## src/rtl/rsa_exp_ctrl.sv

```systemverilog
// Sequencer for left-to-right binary modular exponentiation built on an
// external Montgomery multiplier. It converts M into the Montgomery domain,
// walks the exponent MSB-first issuing square and conditional multiply
// operations, then converts the result back out via a multiply by ONE.
module rsa_exp_ctrl #(
  parameter int EXP_W = 32
) (
  input  logic                   clk,
  input  logic                   rst,
  input  logic                   start,
  input  logic [EXP_W-1:0]       exp,
  input  logic [$clog2(EXP_W):0] exp_len,
  output logic                   mm_start,
  output logic [2:0]             mm_sel_a,
  output logic [2:0]             mm_sel_b,
  output logic                   mm_dst,
  input  logic                   mm_done,
  output logic                   a_init,
  output logic                   busy,
  output logic                   done,
  output logic [7:0]             op_cnt
);

  localparam int IW = $clog2(EXP_W);
  localparam int LW = IW + 1;

  // Operand source encoding shared by both multiplier inputs.
  localparam logic [2:0] SRC_M   = 3'd0;
  localparam logic [2:0] SRC_R2  = 3'd1;
  localparam logic [2:0] SRC_A   = 3'd2;
  localparam logic [2:0] SRC_X   = 3'd3;
  localparam logic [2:0] SRC_ONE = 3'd4;

  typedef enum logic [3:0] {
    IDLE, X_ISS, X_WT, SQ_ISS, SQ_WT, MU_ISS, MU_WT, FN_ISS, FN_WT, DONE
  } state_t;

  typedef struct packed {
    logic       mm_start;
    logic       a_init;
    logic       busy;
    logic       done;
    logic [2:0] sel_a;
    logic [2:0] sel_b;
    logic       dst;
  } out_t;

  state_t           state, state_n;
  logic [EXP_W-1:0] exp_q;
  logic [IW-1:0]    idx;
  logic             len_zero;
  logic [LW-1:0]    len_eff;
  logic             more_bits;
  logic             leave_wt_to_sq;

  // Moore output table; ISS and WT states of one operation share selects so
  // the operands stay stable for the whole multiplication.
  function automatic out_t decode(input state_t s);
    out_t o;
    o = '0;
    case (s)
      X_ISS, X_WT: begin
        o.mm_start = (s == X_ISS);
        o.a_init   = (s == X_ISS);
        o.busy     = 1'b1;
        o.sel_a    = SRC_M;
        o.sel_b    = SRC_R2;
        o.dst      = 1'b0;
      end
      SQ_ISS, SQ_WT: begin
        o.mm_start = (s == SQ_ISS);
        o.busy     = 1'b1;
        o.sel_a    = SRC_A;
        o.sel_b    = SRC_A;
        o.dst      = 1'b1;
      end
      MU_ISS, MU_WT: begin
        o.mm_start = (s == MU_ISS);
        o.busy     = 1'b1;
        o.sel_a    = SRC_A;
        o.sel_b    = SRC_X;
        o.dst      = 1'b1;
      end
      FN_ISS, FN_WT: begin
        o.mm_start = (s == FN_ISS);
        o.busy     = 1'b1;
        o.sel_a    = SRC_A;
        o.sel_b    = SRC_ONE;
        o.dst      = 1'b1;
      end
      DONE: begin
        o.busy = 1'b1;
        o.done = 1'b1;
      end
      default: o = '0;
    endcase
    return o;
  endfunction

  // Requested length clamped to the exponent register width.
  assign len_eff   = (exp_len > LW'(EXP_W)) ? LW'(EXP_W) : exp_len;
  assign more_bits = (idx != '0);

  // Next-state selection from the current state, mm_done and the exponent bit.
  always_comb begin
    // NOTE: every output of a combinational block gets a default up front so
    // no path leaves it unassigned, which would otherwise infer a latch.
    state_n = state;
    case (state)
      IDLE:   if (start) state_n = X_ISS;
      X_ISS:  state_n = X_WT;
      X_WT:   if (mm_done) state_n = len_zero ? FN_ISS : SQ_ISS;
      SQ_ISS: state_n = SQ_WT;
      SQ_WT:  if (mm_done) begin
                if (exp_q[idx])     state_n = MU_ISS;
                else if (more_bits) state_n = SQ_ISS;
                else                state_n = FN_ISS;
              end
      MU_ISS: state_n = MU_WT;
      MU_WT:  if (mm_done) state_n = more_bits ? SQ_ISS : FN_ISS;
      FN_ISS: state_n = FN_WT;
      FN_WT:  if (mm_done) state_n = DONE;
      DONE:   state_n = IDLE;
      default: state_n = IDLE;
    endcase
  end

  // The bit index moves to the next bit only when another square follows.
  assign leave_wt_to_sq = ((state == SQ_WT) || (state == MU_WT)) && (state_n == SQ_ISS);

  // State, operand latches, bit index, op counter and registered outputs.
  always_ff @(posedge clk or posedge rst) begin
    if (rst) begin
      state    <= IDLE;
      exp_q    <= '0;
      idx      <= '0;
      len_zero <= 1'b0;
      op_cnt   <= '0;
      {mm_start, a_init, busy, done, mm_sel_a, mm_sel_b, mm_dst} <= '0;
    end else begin
      // NOTE: sequential state uses non-blocking assignments so every register
      // samples pre-edge values regardless of statement order.
      state <= state_n;
      // Outputs are registered from the next state, so they match a decode of
      // the current state while coming straight from flops.
      {mm_start, a_init, busy, done, mm_sel_a, mm_sel_b, mm_dst} <= decode(state_n);

      if (state == IDLE && start) begin
        exp_q    <= exp;
        len_zero <= (len_eff == '0);
        idx      <= (len_eff == '0) ? '0 : IW'(len_eff - LW'(1));
        op_cnt   <= '0;
      end else begin
        if (mm_start && (op_cnt != 8'hFF)) op_cnt <= op_cnt + 8'd1;
        if (leave_wt_to_sq && more_bits)   idx <= idx - IW'(1);
      end
    end
  end

endmodule

```

## config.mk

```make
export PLATFORM = sky130hd
export DESIGN_NAME = rsa_exp_ctrl
export DESIGN_NICKNAME = d
export VERILOG_FILES = /design/src/rtl/rsa_exp_ctrl.sv
export SDC_FILE = /design/constraint.sdc
export NUM_CORES = 1
export LEC_CHECK = 0
export CORE_MARGIN = 2
export CORE_UTILIZATION = 35
export DETAILED_ROUTE_END_ITERATION = 8
export GPL_ROUTABILITY_DRIVEN = 0
export PLACE_DENSITY = 0.66
export SLEW_MARGIN = 20
export SYNTH_ARGS = -nofsm -noshare
export SYNTH_HDL_FRONTEND = slang
export SYNTH_SLANG_ARGS = --single-unit
```

## constraint.sdc

```tcl
create_clock -name clk -period 2.9 [get_ports clk]
set_input_delay 0.87 -clock clk [delete_from_list [all_inputs] [get_ports clk]]
set_output_delay 0.87 -clock clk [all_outputs]
set_load 0.05 [all_outputs]
```

==> metrics.cfg <==
[cells_and_area]
diodes=0
layout.cells.non_filler=491
area.growth.synth_to_final_pct=30.63
final_core_utilization_pct=47.00
fin_nets=427
design_area_mm2=0.003842
fill_cells=797
drive_gt1_share_pct=10.10

[place]
dp_slack_ns=0.005769
dp_hpwl_um=4596
dp.cells=475
place_area_mm2=0.003679
portBuffers=58

[setup_path]
crit_chain=mux4_1, mux2_2, a211oi_2, a21oi_1, buf_4, or4_1, o211ai_1
crit_path_start_kind=flop
r2r_end=idx[2]
cp-end-kind=flop
slowest_stage=mux4_1
regToRegStartpoint=idx[1]
critPathBufInv=1
critPathRequiredTime_ns=3.15
ff2ff_setup_slack_ns=0.23
worst_path_dominant_cell_family=multiplexers
cp_max_fo=11
critical_path.max_stage_delay_ns=0.60
cp.arrival_ns=2.93
criticalPathCategory=flop to flop
reg2reg_depth=7

[synthesis]
synth-edff-count=0
synthCells=319
yosys_warnings=0
yosys.area.top_type_share_pct=49.34
ys_ff_latch=58
ys_async_sr_fraction_pct=100.0
synth_area_mm2=0.002942
synth_common_cells=111 x nand2_1, 58 x dfrtp_1, 21 x nor2_1
yosys-top-cells-area=dfrtp_1 49%, nand2_1 14%, mux4_2 3.1%
synth_cell_types=55
seq_area_frac_synth_pct=49.34
yosysMostFrequentCell=nand2_1
yosys.area.top_type=dfrtp_1
syn_area_per_cell_um2=9.221
synthFlopType=dfrtp_1

[global_route]
globalRoute.totalOverflow=0
gr-usage-all-layers_pct=15.21
antenna_found_initial=0
grt_pass1_wl_um=10580
grt_pass1_vias=2308
grt_max_degree=34

[die]
start_util_pct=35.98
fp.dieW_um=95.68
coreArea_mm2=0.008175
dieArea_mm2=0.009154
num_rows=33
die_h_um=95.68
ioPinCount=61

[clock_tree]
clkLatencyLatePin_ns=0.34
htree_levels=3
numCtsBuffers=9
max-clock-path-buffers=2
cts_root_buffer=clkbuf_8
cts_post_setup_buffers_inserted=0
clk_pin_slew_ns=0.06
tritoncts=done
cts_resized=0
clock-sinks=58
hold_buffers=0

[hold_path]
min_from=exp_q[27]
holdCritPathClass=flop to flop
whs_endpoint=exp_q[27]
min_path_cells=2

[sta]
slew_viol_final=0
period_needed_ns=2.673
hold_viol=0
period_share_pct=92.17
tns_ns=0
layout_setup_ws_ns=0.2272
hold_slack_ns=0.4659
maxSlewHeadroom_pct=52.55
skew_ns=0.009646
fmax_mhz=374.1
worst_pin_slew_ns=0.7019
setup_viol=0
rsz0062_at_grt=false

[pwr]
powerDensity_mw_per_mm2=1017
p_total_mw=3.907
ir_drop_uv=354.2
leakagePower_nw=1.804

[drt]
finalWirelength_um=6376
viasPerCell=4.892
wl_per_cell_um=12.99
vias=2402
drt-initial-drc-count=205
drc=0
ant_nets=0
first_pass_iters=4

[outcome]
status=finished, final reports clean

[run]
cap_violations=0

[sequential cells by signal, indices dropped and copies added (netlist names), 3 cells and up]
register,count
idx,5
exp_q,32
mm_sel_b,3
state,4
op_cnt,8
[worst max path at each step]
stage	slack (ns)	start	end	cells past startpoint
floorplan	0.32	mm_done	mm_sel_b[0]	8
CTS	0.20	idx[1]	idx[2]	7
finish	0.23	idx[1]	idx[2]	7
global placement	0.03	mm_done	mm_sel_b[0]	8
detailed placement	0.006	mm_done	mm_sel_b[1]	8
global route	0.06	idx[1]	idx[2]	7
[kinds of logic after synthesis]
family	synth area share, %
AOI/OAI and AO/OA	8.848
xor gates and xnor gates	2.680
adders and majority gates	1.701
buffers and inverters	4.211
DFF	49.34
muxes	7.699
other	0.1275
and+or+nand+nor	25.39
[layout make-up]
type,instances,area [um2],share of cell area (%)
Clock inverter,3,15.01,0.3908
Tap cell,105,131.4,3.419
Inverter,8,30.03,0.7815
Timing Repair Buffer,70,695.7,18.10
Clock buffer,13,148.9,3.875
Sequential cell,58,1451,37.77
Multi-Input combinational cell,234,1370,35.66
[routing by layer]
layer	vias to the layer above	GRT usage [%]	routed length [um]
met5	-	0	0
met4	0	4.643	68
met3	7	5.455	337
met2	73	23.43	2939
met1	1128	20.10	3031
li1	1194	-	-
[report_power, final]
part,internal (mW),switching (mW)
registers,1.15,0.307
clock network,0.329,0.306
logic,0.807,1.01
total,2.29,1.62
[cell usage in the layout (no fill, tap or decap), types with 2 or more instances in the layout]
master	instances
a21o_1	3
o21ai_0	4
and3_1	4
mux2_2	2
buf_4	10
xor2_1	6
nor3_1	4
nand2b_1	4
nor2b_1	3
nor2_1	21
clkdlybuf4s50_1	58
clkbuf_1	3
xnor2_1	3
ha_1	4
inv_1	6
mux4_1	2
nand3_1	8
dfrtp_1	58
o211ai_1	5
a21oi_1	6
mux2i_1	5
inv_2	2
clkinv_2	3
nand4_1	3
nand2_1	111
clkbuf_8	10
or3_1	2
a31oi_1	2
conb_1	2
buf_12	2
mux4_2	4
[worst min-delay path, cell delays in order (launching register included)]
cell	delay, ns
dfrtp_1	0.34
nand2_1	0.05
nand2_1	0.05
No activity file was read; power rests on OpenSTA's default activity.
